[src/rtl/kbd_pkg.sv]
// ============================================================================
// kbd_pkg : shared constants and read-FSM encoding for the keyboard buffer
// Revision: 1.0
// ============================================================================
`default_nettype none

package kbd_pkg;

  localparam int ADDR_W_DEF = 14;
  localparam int DATA_W_DEF = 8;

  typedef enum logic [1:0] {
    IDLE = 2'd0,
    WAIT = 2'd1,
    ACK  = 2'd2
  } rd_state_t;

  localparam int STAT_EMPTY = 16;
  localparam int STAT_FULL  = 17;
  localparam int STAT_OVF   = 31;

endpackage

`default_nettype wire

[src/rtl/key_fifo_ctrl.sv]
// ============================================================================
// key_fifo_ctrl : pointer/count/status sequencer and CPU read handshake for
//                 the external dual-port keyboard character RAM
// Revision: 1.0
// ============================================================================
`default_nettype none

module key_fifo_ctrl
  import kbd_pkg::*;
#(
  parameter int ADDR_W = ADDR_W_DEF,
  parameter int DATA_W = DATA_W_DEF
) (
  input  logic              clk_50m,
  input  logic              rstn,
  input  logic              push_valid,
  input  logic [DATA_W-1:0] push_data,
  input  logic              flush,
  input  logic              rd_req,
  input  logic              rd_sel,
  output logic              rd_ack,
  output logic [31:0]       rd_data,
  output logic              ram_we,
  output logic [ADDR_W-1:0] ram_waddr,
  output logic [DATA_W-1:0] ram_wdata,
  output logic [ADDR_W-1:0] ram_raddr,
  input  logic [DATA_W-1:0] ram_rdata,
  output logic              full,
  output logic              empty,
  output logic              overflow
);

  localparam int DEPTH = 2 ** ADDR_W;

  rd_state_t         state_q, state_d;
  logic [ADDR_W-1:0] wptr_q, rptr_q;
  logic [ADDR_W:0]   count_q;
  logic              ovf_q;
  logic [31:0]       rd_data_q, rd_data_d;
  logic [31:0]       status_word;
  logic              push_ok, push_drop, pop_done, ovf_clr;

  assign full  = (count_q == (ADDR_W+1)'(DEPTH));
  assign empty = (count_q == '0);
  assign overflow = ovf_q;

  // flush wins over both the write and the drop detection
  assign push_ok   = push_valid & ~full & ~flush;
  assign push_drop = push_valid &  full & ~flush;

  assign ram_we    = push_ok;
  assign ram_waddr = wptr_q;
  assign ram_wdata = push_data;
  assign ram_raddr = rptr_q;

  assign rd_ack  = (state_q == ACK);
  assign rd_data = rd_data_q;

  always_comb begin
    status_word                = '0;
    status_word[ADDR_W:0]      = count_q;
    status_word[STAT_EMPTY]    = empty;
    status_word[STAT_FULL]     = full;
    status_word[STAT_OVF]      = ovf_q;
  end

  always_comb begin
    state_d   = state_q;
    rd_data_d = rd_data_q;
    pop_done  = 1'b0;
    ovf_clr   = 1'b0;
    case (state_q)
      IDLE: begin
        if (rd_req) begin
          if (rd_sel) begin
            state_d   = ACK;
            rd_data_d = status_word;
            ovf_clr   = 1'b1;
          end else if (empty || flush) begin
            // nothing to pop (or buffer being cleared): answer immediately with 0
            state_d   = ACK;
            rd_data_d = '0;
          end else begin
            state_d = WAIT;
          end
        end
      end
      WAIT: begin
        state_d = ACK;
        if (flush) begin
          rd_data_d = '0;
        end else begin
          rd_data_d = {{(32-DATA_W){1'b0}}, ram_rdata};
          pop_done  = 1'b1;
        end
      end
      ACK:     state_d = IDLE;
      default: state_d = IDLE;
    endcase
  end

  always_ff @(posedge clk_50m or negedge rstn) begin
    if (!rstn) begin
      state_q   <= IDLE;
      rd_data_q <= '0;
    end else begin
      state_q   <= state_d;
      rd_data_q <= rd_data_d;
    end
  end

  always_ff @(posedge clk_50m or negedge rstn) begin
    if (!rstn) begin
      wptr_q  <= '0;
      rptr_q  <= '0;
      count_q <= '0;
      ovf_q   <= 1'b0;
    end else if (flush) begin
      wptr_q  <= '0;
      rptr_q  <= '0;
      count_q <= '0;
      ovf_q   <= 1'b0;
    end else begin
      if (push_ok)  wptr_q <= wptr_q + ADDR_W'(1);
      if (pop_done) rptr_q <= rptr_q + ADDR_W'(1);
      case ({push_ok, pop_done})
        2'b10:   count_q <= count_q + (ADDR_W+1)'(1);
        2'b01:   count_q <= count_q - (ADDR_W+1)'(1);
        default: count_q <= count_q;
      endcase
      // a drop in the same cycle as a status read keeps the flag set
      if (push_drop)    ovf_q <= 1'b1;
      else if (ovf_clr) ovf_q <= 1'b0;
    end
  end

endmodule

`default_nettype wire

[config.mk]
export PLATFORM = sky130hd
export DESIGN_NAME = key_fifo_ctrl
export DESIGN_NICKNAME = d
export VERILOG_FILES = /design/src/rtl/kbd_pkg.sv /design/src/rtl/key_fifo_ctrl.sv
export SDC_FILE = /design/constraint.sdc
export NUM_CORES = 1
export LEC_CHECK = 0
export BUFFER_PORTS_ARGS = -buffer_cell sky130_fd_sc_hd__buf_2
export CORE_AREA = 2 2 103 155
export DETAILED_ROUTE_END_ITERATION = 16
export DIE_AREA = 0 0 105 157
export REMOVE_ABC_BUFFERS = 1
export SLEW_MARGIN = 30
export SYNTH_ARGS = -nofsm -noshare
export SYNTH_HDL_FRONTEND = slang
export SYNTH_SLANG_ARGS = --single-unit
[constraint.sdc]
create_clock -name clk_50m -period 8.7 [get_ports clk_50m]
set_clock_uncertainty 0.2 [all_clocks]
set_input_delay 0.435 -clock clk_50m [delete_from_list [all_inputs] [get_ports clk_50m]]
set_output_delay 0.435 -clock clk_50m [all_outputs]
set_load 0.03 [all_outputs]
-- After elaboration in Yosys (flattened, before gate mapping)
Index checks and enable logic that the tools add are counted.
- output and inout port bits: 73
- ROM bits: 0
- bits in writable memories: 0
- bits in latches: 0
- register bits after elaboration: 78
- logic and storage cells: 55
- memories kept: 0
- add/sub/neg operators: 4
- bitwise logic cells: 6
- reduce and logical (&&, ||, !) cells: 9
- div/mod/pow operators: 0
- multiplexer cells: 23
- shift operators: 0
- multipliers: 0
- equality and inequality tests: 7
- order comparisons: 0
- operator list (cell ; number):
    32-bit 2-to-1 mux ; 3
    32-bit case mux with 2 select lines ; 1
    14-bit 2-to-1 mux ; 4
    15-bit case mux with 2 select lines ; 1
    14-bit by 1-bit adder with 14-bit output (second input constant) ; 2
    15-bit by 1-bit adder with 15-bit output (second input constant) ; 1
    15-bit equality test (second input constant) ; 1
    15-bit logical NOT ; 1
    15-bit 2-to-1 mux ; 1
    15-bit by 1-bit subtractor with 15-bit output (second input constant) ; 1
    1-bit 2-to-1 mux ; 8
    8-bit 2-to-1 mux ; 1
    2-bit 2-to-1 mux ; 3
    2-bit nonzero test ; 3
    3-bit nonzero test ; 2
    1-bit bitwise AND ; 4
    2-bit by 1-bit equality test with 1-bit output (second input constant) ; 2
    2-bit equality test (second input constant) ; 2
    2-bit case mux with 2 select lines ; 1
    3-bit != test (second input constant) ; 1
    3-bit AND reduction ; 1
    2-bit logical NOT ; 1
    2-bit != test (second input constant) ; 1
    1-bit NOT ; 2
    1-bit logical OR ; 1

-- Longest topological paths before layout
Gate-level depths: netlist (run 1).
- depth after elaboration: 7
- gate-level depth with buffers: 14
- mapped depth without buffers: 13

-- Least setup slack after synthesis (run 1)
No wires, ideal clock.
- path kind: flip-flop to flip-flop
- from: reg count_q[5]
- to: reg count_q[12]
- stages on the path, launching flop included: 15
- data required time: 8.364 ns
- buffers on the path: 1
- arrival time: 3.199 ns
- slack: 5.165 ns
- cell sequence: dfrtp_1 -> nor4_1 -> nand4_2 -> o21ai_2 -> buf_4 -> nand2_1 -> inv_1 -> ha_1 -> nand2_1 -> or4b_2 -> o22ai_1 -> o21ai_0 -> xor2_1 -> nand2_1 -> a21oi_1
- longest elaborated chain between the ends: 7
- elaborated cells on any way between the ends: 11
- ends and longest elaborated chain (what ; RTL line ; RTL):
    from (decl) ; key_fifo_ctrl.sv:37 ; logic [ADDR_W:0] count_q;
    from (signal assigned) ; key_fifo_ctrl.sv:127 ; 2'b10: count_q <= count_q + (ADDR_W+1)'(1);
    from (signal assigned) ; key_fifo_ctrl.sv:128 ; 2'b01: count_q <= count_q - (ADDR_W+1)'(1);
    from (signal assigned) ; key_fifo_ctrl.sv:129 ; default: count_q <= count_q;
    branches (longest 7 deep; another with 15-bit by 1-bit subtractor with 15-bit output) ; -- ;
Several ways; the timed one is not identified.
A chain may end at the register's enable or synchronous reset.

-- Worst setup path after layout (run 1)
- from: reg count_q[1]
- to: reg count_q[14]
The elaborated chain is that of the path after synthesis.

==> key figures, run 1 <==
Worst hold path
  – Hold crit path type: primary input to async pin

STA
  – Pins Over Slew Limit: 0
  – Unrepaired setup endpoints after global routing: false
  – Crit path time final: 4.55 ns
  – Final Cycle Share: 52.3%
  – Endpoints failing hold: 0
  – F_max: about 220 MHz
  – Slew headroom: 44.6%
  – WHS: 0.0766 ns
  – Worst Tran Pin Value: 0.831 ns
  – Setup-failing EPs final: 0
  – Setup TNS: 0 ns

Yosys
  – Mapped Area: about 3700 µm²
  – Yosys cell types: 45
  – Number of synthesized flops with an enable pin: 0
  – Asr flop ratio synth: 100%
  – Synthesis-stage register bit count: 64
  – Ys Warns: 0
  – Cells after synthesis: 418
  – Seq/Total Area, Yosys: 43.2%
  – Synth Flop Type: dfrtp_1
  – Post-synthesis average cell area: 8.86 µm²

Placement
  – Final HPWL DP: 7110 µm
  – Area post-placement: between 4000 and 5000 µm²
  – GP Congestion: 0.863
  – Dpl cells: 659
  – # port buffers: 64

Detailed routing
  – DRC errors left: 0
  – Vias: about 3100
  – First DRT Iteration DRCs: 139
  – ANT nets after route: 0
  – Routed wire length per instance: 14.3 µm
  – Drt first pass iters: 4
  – Vias/cell: about 4.7
  – Total Wirelength: 9650 µm

CTS
  – Clock Sink Count: 64
  – Cts bufs inserted: 9
  – Maximum buffer depth of the clock tree: 2
  – CTS Hold Bufs: 0
  – CTS tree: done
  – Post-CTS Setup Inserts: 0
  – Worst-path clk slew: about 0.06 ns
  – CTS H-tree depth: 3
  – # resized after CTS: 0
  – Clock Latency Late Sink: 0.33 ns
  – Clock Tree Root: clkbuf_16

Power
  – Switching pwr: 0.216 mW
  – Power Density: 177 nW/µm²
  – Maximum vdd drop: 99.5 µV
  – Switching share of power: about 28%
  – Int Pwr: 0.562 mW
  – Clock power share: a little under half
  – Logic gate share of total power: approximately 14%
  – Share of power burned in registers: just over 40%
  – Leak pwr: just over 2 nW

Setup path
  – Crit path launch type: register
  – Critical path required time: 8.74 ns
  – Crit end category: register
  – Largest stage delay on the critical path: 0.55 ns
  – Cell Chain, Critical Path: nor4_2, nand4_2, o21ai_2, nand2_1, inv_1, ha_1, nand2b_1, a211oi_2, nor3b_1, o31ai_1, mux2i_1, o31a_1, nor3_1
  – Crit path max fanout: 13
  – Arrival @ worst endpoint: approximately 4.6 ns
  – Crit Path Class: register to register
  – Top cell family by delay on the critical path: simple AND/OR/NAND/NOR gates
  – Cell depth of the worst setup path: 13
  – Buf/Inv on CP: 1
  – Worst reg2reg path depth: 13
  – Slowest CP cell: o21ai_2

Run status
  – Status: completed

Global routing
  – Vias in the first global route: around 3200
  – Largest net degree at the start of global routing: 65
  – Initial antenna violation count: 0
  – Global-route wire length before repair: 15900 µm
  – GRT overflow: 0
  – Tot GR Track Use: 12.2%

Flow run
  – Max Cap Viol: 0

Layout
  – Fill count: approximately 1600
  – Inserted Diodes: 0
  – Nets: a little over 500
  – Register area: 1600 µm²
  – Non-Filler Cell Area, Final: 4400 µm²
  – Share of layout cells above drive strength 1: 18.9%
  – Area of the multi-input gates: 1890 µm²
  – Commonest cells after routing, fill and taps aside: dfrtp_1, buf_2, nand2_1, nor2_1, o21ai_0
  – P&R area growth vs syn: 18.9%
  – Non-Filler Instances: 674

Floorplan
  – Die Footprint: about 16000 µm²
  – Initial core utilization: about a quarter
  – Core ar.: 15000 µm²
  – Die width: 105 µm
  – FP Rows: 55
  – Die Ht: 157 µm
  – IO Count: 95
==> cells by family after synthesis <==
family	Yosys count	synth area share (%)
simple gates	166	20.9
compound gates	89	14.7
flops	64	43.2
buf+inv	48	7.37
xor+xnor	33	7.80
fa+ha+maj	16	5.61
other cells	1	0.101
mux	1	0.270
==> sequential cells by signal, summed over array words and instances (netlist names) <==
name       flops
overflow       1
ram_raddr     14
state_q        2
count_q       15
rd_data       18
ram_waddr     14
==> power groups by stage <==
stage	Sequential, mW	Clock, mW	Combinational (mW)
global placement	0.322	0	0.106
detailed placement	0.323	0	0.107
global route	0.319	0.376	0.115
CTS	0.318	0.362	0.107
floorplan	0.334	0	0.0540
finish	0.318	0.355	0.105
==> metal layers <==
| metal | routed length (µm) | up-vias | GRT usage [%] |
|---|---|---|---|
| met3 | 533 | 28 | 3.19 |
| li1 | - | 1509 | - |
| met2 | 5050 | 116 | 21.9 |
| met4 | 348 | 0 | 6.92 |
| met1 | 3720 | 1486 | 13.0 |
| met5 | 0 | - | 0 |
==> worst register-to-register path, stage by stage (launching register included) <==
cell,delay [ns]
dfrtp_1,0.43
nor4_2,0.40
nand4_2,0.24
o21ai_2,0.55
nand2_1,0.17
inv_1,0.44
ha_1,0.37
nand2b_1,0.15
a211oi_2,0.10
nor3b_1,0.50
o31ai_1,0.21
mux2i_1,0.17
o31a_1,0.31
nor3_1,0.21
==> area by class of cell <==
| cell class | instances | area share [%] |
|---|---|---|
| tap | 199 | 5.65 |
| timing repair buffer | 67 | 7.78 |
| inverter | 10 | 0.852 |
| clock buffer | 11 | 5.51 |
| clock inverter | 4 | 1.02 |
| multi-input combinational | 319 | 42.8 |
| sequential | 64 | 36.4 |
==> per-stage QoR <==
step / setup slack, ns / utilization [%] / total power, mW
2_1_floorplan: 5.08 / - / 0.388
3_3_place_gp: 4.41 / 27.4 / 0.428
4_1_cts: 4.20 / 29.4 / 0.787
6_report: 4.15 / 29.4 / 0.777
5_1_grt: 3.78 / 29.4 / 0.811
3_5_place_dp: 4.23 / 27.4 / 0.429
==> synthesized netlist by cell type, types with 9 or more instances <==
cell type,n,area share [%]
a21oi_1,25,3.4
a22oi_1,9,1.8
buf_4,23,4.7
clkbuf_1,10,1.0
dfrtp_1,64,43
ha_1,15,5.1
inv_1,10,1.0
nand2_1,62,6.3
nand3_1,13,1.8
nor2_1,47,4.8
o21ai_0,27,3.6
xnor2_1,16,3.8
xor2_1,17,4.0
==> final timing paths <==
check                             from  slack [ns]             to
setup / recovery            count_q[1]        4.15    count_q[14]
hold / removal                    rstn        0.08  ram_raddr[11]
setup reg to reg            count_q[1]        4.15    count_q[14]
hold reg to reg            rd_data[11]        0.27    rd_data[11]
max in group asynchronous         rstn        7.66   ram_waddr[0]
min in group clk_50m            rd_req        0.15     state_q[0]
No activity file was read; power rests on OpenSTA's default activity.
==> run 2: changes to the inputs <==
==> constraint.sdc (replaced) <==
create_clock -name clk_50m -period 3.94 [get_ports clk_50m]
set_clock_uncertainty 0.2 [all_clocks]
set_input_delay 0.197 -clock clk_50m [delete_from_list [all_inputs] [get_ports clk_50m]]
set_output_delay 0.197 -clock clk_50m [all_outputs]
set_load 0.03 [all_outputs]
==> run 2 against run 1 <==
Compared with the run above:
- the run now ends with negative hold slack left
- global-route usage rose by 0.19 points
- sequential share of layout area decreased by 1.0 points
- first-iteration DRC count rose by 33%
- setup slack got worse by 3.9 ns
- sequential power rose by 120%
- sequential cell count unchanged
- power increased by 130%
- clock-buffer cell count did not move
- critical path type unchanged
- largest power group unchanged
- highest routed layer unchanged
==> key figures, run 2 (synthesis gave the netlist of run 1 again) <==
STA
  – WHS: -0.000317 ns (-0.0769 ns)
  – Crit path time final: 3.67 ns (-0.879 ns)
  – Setup TNS: 0 ns (unchanged)
  – Final Cycle Share: 93.2% (+41 points)
  – Unrepaired setup endpoints after global routing: false
  – Slew headroom: 47.8% (+3.2 points)
  – Pins Over Slew Limit: 0 (unchanged)
  – Setup-failing EPs final: 0 (unchanged)
  – Worst Tran Pin Value: 0.783 ns (-0.0480 ns)
  – F_max: 272 MHz (+24%)
  – Endpoints failing hold: 1 (+1)

CTS
  – CTS H-tree depth: 3 (unchanged)
  – Clock Sink Count: 64 (unchanged)
  – Clock Tree Root: clkbuf_16
  – Worst-path clk slew: 0.06 ns (about the same)
  – Post-CTS Setup Inserts: 0 (unchanged)
  – Clock Latency Late Sink: 0.33 ns (about the same)
  – Cts bufs inserted: 9 (unchanged)
  – Maximum buffer depth of the clock tree: 2 (unchanged)
  – CTS tree: done

Global routing
  – Global-route wire length before repair: 16400 µm (+2.7%)
  – Largest net degree at the start of global routing: 49 (-25%)
  – Tot GR Track Use: 12.4% (+0.19 points)
  – Vias in the first global route: 3209 (-0.34%)
  – GRT overflow: 0 (unchanged)
  – Initial antenna violation count: 0 (unchanged)

Setup path
  – Arrival @ worst endpoint: 3.72 ns (-0.87 ns)
  – Crit path launch type: register
  – Reg2Reg Setup Slack: 0.27 ns (-3.88 ns)
  – Crit end category: register
  – Critical path required time: 3.99 ns (-4.75 ns)
  – Crit path max fanout: 12 (-1)
  – Crit Path Class: register to register

Floorplan
  – IO Count: 95 (unchanged)
  – Die Footprint: 16500 µm² (unchanged)
  – Initial core utilization: 24.7% (unchanged)
  – FP Rows: 55 (unchanged)
  – Die Ht: 157 µm (unchanged)
  – Core ar.: 15000 µm² (unchanged)
  – Die width: 105 µm (unchanged)

Power
  – Power Density: 399 nW/µm² (+130%)
  – Maximum vdd drop: 209 µV (+110%)
  – Leak pwr: 2.14 nW (+2.7%)
  – Overall Power: 1.81 mW (+130%)

Detailed routing
  – Drt first pass iters: 4 (unchanged)
  – DRC errors left: 0 (unchanged)
  – Vias: 3180 (+1.3%)
  – WL met3: 520 µm (-2.4%)
  – Met2 WL post-DR: 5260 µm (+4.1%)
  – DR top layer: met4
  – Routed wire length per instance: 14.4 µm (+0.75%)
  – First DRT Iteration DRCs: 185 (+33%)
  – Vias/cell: 4.64 (-0.32%)
  – DRT met1 WL: 3940 µm (+5.9%)
  – Total Wirelength: 9880 µm (+2.4%)
  – ANT nets after route: 0 (unchanged)

Layout
  – Nets: 519 (+2.0%)
  – Max reg flops: 18 (unchanged)
  – Inserted Diodes: 0 (unchanged)
  – Fill count: 1623 (+0.12%)
  – Area of the multi-input gates: 1890 µm² (+0.33%)
  – Share of layout cells above drive strength 1: 20.0% (+1.0 points)
  – Commonest cells after routing, fill and taps aside: dfrtp_1, buf_2, nand2_1, nor2_1, o21ai_0
  – P&R area growth vs syn: 22.4%
  – Register area: 1600 µm² (unchanged)

Placement
  – # port buffers: 64 (unchanged)
  – GP Congestion: 0.859 (-0.44%)
  – Final HPWL DP: 7190 µm (+1.1%)

Run status
  – Status: complete, but fails checks
  – Failing checks: negative hold slack

Flow run
  – Max Cap Viol: 0 (unchanged)

Worst hold path
  – Hold crit path type: primary input to register
==> run 2: cell count changes in the layout (fill, tap and decap cells not counted), sizes merged <==
cell and delta:
clkinv -2, buf +5, clkinvlp +2, dlygate4sd3 +5, bufinv +1
==> run 2: final timing paths <==
path,startpoint,cells past startpoint,end
setup / recovery,count_q[9],14,count_q[14]
hold / removal,ram_rdata[3],3,rd_data[3]
setup reg to reg,count_q[9],14,count_q[14]
hold reg to reg,rd_data[4],2,rd_data[4]
max in group asynchronous,rstn,3,count_q[9]
min in group asynchronous,rstn,2,ram_raddr[9]
==> run 2: area by class of cell <==
| cell class | count | area share (%) |
|---|---|---|
| Inverter | 10 | 0.828 |
| Multi-Input combinational cell | 319 | 41.7 |
| Tap cell | 199 | 5.49 |
| Clock inverter | 5 | 1.77 |
| Clock buffer | 11 | 5.35 |
| Sequential cell | 64 | 35.3 |
| Timing Repair Buffer | 77 | 9.49 |
==> run 2: what timing repair did <==
item,4_1_cts,5_1_grt
endpoints found under the hold margin,26,0
hold buffers,5,0
gates resized for setup,0,1
setup endpoints to repair,0,1
==> run 2: critical path: stages (launching register included) <==
cell and delay (ns):
dfrtp_1 0.42, nor4_2 0.42, nand4_2 0.26, o21ai_2 0.20
nand2_1 0.10, inv_1 0.09, buf_4 0.21, ha_1 0.26
nor2_1 0.08, a211oi_2 0.30, nor3b_1 0.11, o31ai_1 0.30
mux2i_1 0.16, o31a_1 0.31, nor3_1 0.16
==> run 2: per-layer routing <==
layer / GRT usage, % / vias up
li1: - / 1530
met1: 13.6 / 1547
met2: 22.7 / 93
met3: 3.64 / 10
met4: 4.44 / 0
met5: 0 / -
==> run 2: per-stage QoR <==
| stage | std cells | hold WS [ns] | utilization [%] | setup slack [ns] | area (µm²) |
|---|---|---|---|---|---|
| 6_report | 685 | -0.000317 | 30.2 | 0.269 | 4530 |
| 4_1_cts | 685 | 0.00148 | 30.2 | 0.276 | 4530 |
| 3_5_place_dp | 664 | 0.0420 | 27.7 | 0.300 | 4150 |
| 2_1_floorplan | 393 | -0.299 | - | 0.318 | 3520 |
| 3_3_place_gp | 664 | 0.0313 | 27.6 | 0.427 | 4150 |
| 5_1_grt | 685 | 0.000129 | 30.2 | 0.0319 | 4530 |
==> run 2: report_power, final <==
group / leakage, nW / switching (mW) / internal (mW)
registers: 0.886 / 0.0222 / 0.680
clock network: 0.152 / 0.295 / 0.570
logic: 1.10 / 0.176 / 0.0660
==> run 3: changes to the inputs <==
--- a/config.mk
+++ b/config.mk
@@ -7,8 +7,10 @@
 export LEC_CHECK = 0
 export BUFFER_PORTS_ARGS = -buffer_cell sky130_fd_sc_hd__buf_2
 export CORE_AREA = 2 2 103 155
+export CTS_CLUSTER_DIAMETER = 80
 export DETAILED_ROUTE_END_ITERATION = 16
 export DIE_AREA = 0 0 105 157
+export HOLD_SLACK_MARGIN = 0.1
 export REMOVE_ABC_BUFFERS = 1
 export SLEW_MARGIN = 30
 export SYNTH_ARGS = -nofsm -noshare
==> constraint.sdc (replaced) <==
create_clock -name clk_50m -period 4.7 [get_ports clk_50m]
set_clock_uncertainty 0.2 [all_clocks]
set_input_delay 0.235 -clock clk_50m [delete_from_list [all_inputs] [get_ports clk_50m]]
set_output_delay 0.235 -clock clk_50m [all_outputs]
set_load 0.03 [all_outputs]
==> run 3 against run 2 <==
Compared with the run above:
- the run now ends clean
- first-iteration DRC count increased by 32%
- die area unchanged
- combinational power decreased by 16%
- setup slack improved by 0.42 ns
- via count increased by 1.0%
- clock-buffer cell count increased by 3
- critical endpoint unchanged
- largest cell class unchanged
==> key figures, run 3 (synthesis gave the netlist of run 1 again) <==
Power
  – Clock power share: 46.8% (-1.0 points)
  – Leak pwr: 2.15 nW (+0.93%)
  – Logic gate share of total power: 13.7% (+0.3 points)
  – Power Density: 326 nW/µm² (-18%)
  – Switching share of power: 26.5% (-0.73 points)
  – Share of power burned in registers: 39.5% (+0.7 points)
  – Maximum vdd drop: 186 µV (-11%)
  – Switching pwr: 0.395 mW (-20%)
  – Int Pwr: 1.10 mW (-17%)

Floorplan
  – Die Ht: 157 µm (unchanged)
  – Core ar.: 15000 µm² (unchanged)
  – Die Footprint: 16500 µm² (unchanged)
  – Die width: 105 µm (unchanged)
  – Initial core utilization: 24.7% (unchanged)
  – IO Count: 95 (unchanged)
  – FP Rows: 55 (unchanged)

Detailed routing
  – ANT nets after route: 0 (unchanged)
  – Vias: 3213 (+1.0%)
  – Drt first pass iters: 4 (unchanged)
  – Routed wire length per instance: 14.2 µm (-1.6%)
  – Total Wirelength: 9780 µm (-1.1%)
  – Vias/cell: 4.66 (+0.45%)
  – DRC errors left: 0 (unchanged)
  – First DRT Iteration DRCs: 244 (+32%)

STA
  – Setup-failing EPs final: 0 (unchanged)
  – Worst Tran Pin Value: 0.847 ns (+0.0642 ns)
  – Pins Over Slew Limit: 0 (unchanged)
  – Final Cycle Share: 85.4% (-7.8 points)
  – Setup TNS: 0 ns (unchanged)
  – Slew headroom: 43.5% (-4.3 points)
  – Crit path time final: 4.01 ns (+0.342 ns)
  – Unrepaired setup endpoints after global routing: false
  – Endpoints failing hold: 0 (-1)
  – F_max: 249 MHz (-8.5%)

Layout
  – Inserted Diodes: 0 (unchanged)
  – Register area: 1600 µm² (unchanged)
  – Area of the multi-input gates: 1890 µm² (-0.33%)
  – Nets: 523 (+0.77%)
  – Max reg flops: 18 (unchanged)
  – Share of layout cells above drive strength 1: 19.0% (-0.98 points)
  – Commonest cells after routing, fill and taps aside: dfrtp_1, buf_2, nand2_1, nor2_1, o21ai_0
  – Fill count: 1619 (-0.25%)
  – Non-Filler Cell Area, Final: 4570 µm² (+0.83%)
  – P&R area growth vs syn: 23.4%

Setup path
  – Reg2Reg Setup Slack: 0.69 ns (+0.42 ns)
  – Top cell family by delay on the critical path: simple AND/OR/NAND/NOR gates
  – Buf/Inv on CP: 1 (-1)
  – RR Endpoint: count_q[14]
  – Cell Chain, Critical Path: nor4_2, nand4_2, o21ai_2, nand2_1, inv_1, ha_1, nand2b_1, a211oi_2, nor3b_1, o31ai_1, mux2i_1, o31a_1, nor3_1
  – Launch point of the worst path: count_q[9]
  – Crit Path Class: register to register
  – Slowest CP cell: nor3b_1
  – Arrival @ worst endpoint: 4.06 ns (+0.34 ns)
  – FF-to-FF Start: count_q[9]
  – Critical path required time: 4.74 ns (+0.75 ns)
  – Crit path capture: count_q[14]
  – Worst reg2reg path depth: 13 (-1)
  – Crit path max fanout: 13 (+1)
  – Crit end category: register
  – Cell depth of the worst setup path: 13 (-1)
  – Largest stage delay on the critical path: 0.48 ns (+0.06 ns)
  – Crit path launch type: register

Placement
  – Final HPWL DP: 6980 µm (-2.9%)
  – Area post-placement: 4120 µm² (-0.72%)
  – GP Congestion: 0.855 (-0.45%)
  – # port buffers: 64 (unchanged)

CTS
  – CTS H-tree depth: 3 (unchanged)
  – Clock Latency Late Sink: 0.33 ns (about the same)
  – Cts bufs inserted: 9 (unchanged)
  – # resized after CTS: 0 (unchanged)
  – Clock Tree Root: clkbuf_16
  – Maximum buffer depth of the clock tree: 2 (unchanged)
  – Clock Sink Count: 64 (unchanged)
  – Worst-path clk slew: 0.05 ns (about the same)
  – CTS tree: done

Global routing
  – Tot GR Track Use: 12.2% (-0.18 points)
  – Vias in the first global route: 3236 (+0.84%)
  – GRT overflow: 0 (unchanged)
  – Initial antenna violation count: 0 (unchanged)
  – Largest net degree at the start of global routing: 65 (+33%)
  – Global-route wire length before repair: 16100 µm (-1.7%)

Flow run
  – Max Cap Viol: 0 (unchanged)

Worst hold path
  – Hold crit path type: primary input to register

Run status
  – Status: completed
[run 3: cell count changes in the layout (fill, tap and decap cells not counted), sizes merged]
cell	change
buf	-3
bufinv	-1
clkbuf	+3
clkinvlp	-2
dlygate4sd3	+7
[run 3: layout make-up]
| type | count | share of cell area, % |
|---|---|---|
| clock inverter | 2 | 0.766 |
| clock buffer | 14 | 6.21 |
| inverter | 10 | 0.821 |
| tap | 199 | 5.45 |
| timing repair buffer | 81 | 10.5 |
| multi-input combinational | 319 | 41.3 |
| sequential | 64 | 35.0 |
[run 3: repair_timing]
| item | in CTS | in global routing |
|---|---|---|
| endpoints found under the hold margin | 74 | 0 |
| buffers inserted | 0 | 0 |
| hold buffers | 12 | 0 |
[run 3: routing by layer]
metal	track usage [%]	routed length, µm	vias up
met5	0	0	-
met4	6.73	401	0
met3	3.19	597	32
met2	21.8	5050	125
met1	13.2	3730	1520
li1	-	-	1536
[run 3: worst min-delay path by stage]
stage                         to  cells past startpoint    startpoint
finish                rd_data[5]                      3  ram_rdata[5]
global route          rd_data[5]                      3  ram_rdata[5]
CTS                   rd_data[5]                      3  ram_rdata[5]
detailed placement  ram_wdata[0]                      0  push_data[0]
global placement      rd_data[5]                      2    rd_data[5]
floorplan             count_q[0]                      0          rstn
[run 3: power groups by stage]
stage	sequential [mW]	clock, mW	combinational, mW
floorplan	0.618	0	0.100
global placement	0.596	0	0.197
detailed placement	0.597	0	0.198
CTS	0.588	0.717	0.206
global route	0.591	0.745	0.225
finish	0.588	0.698	0.204
[run 3: worst register-to-register path: stages (launching register included)]
cell      delay (ns)
dfrtp_1         0.42
nor4_2          0.43
nand4_2         0.27
o21ai_2         0.20
nand2_1         0.10
inv_1           0.37
ha_1            0.37
nand2b_1        0.16
a211oi_2        0.10
nor3b_1         0.48
o31ai_1         0.19
mux2i_1         0.17
o31a_1          0.31
nor3_1          0.16
[run 3: metrics by stage]
stage,utilization (%),hold slack (ns),power [mW],setup WS [ns],cells
after detailed placement,27.5,0.270,0.795,0.755,661
final,30.5,0.0977,1.49,0.687,689
after global routing,30.5,0.150,1.56,0.379,689
after global placement,27.5,0.263,0.793,0.855,661
after floorplan,-,-0.261,0.718,1.08,393
after CTS,30.4,0.106,1.51,0.725,689
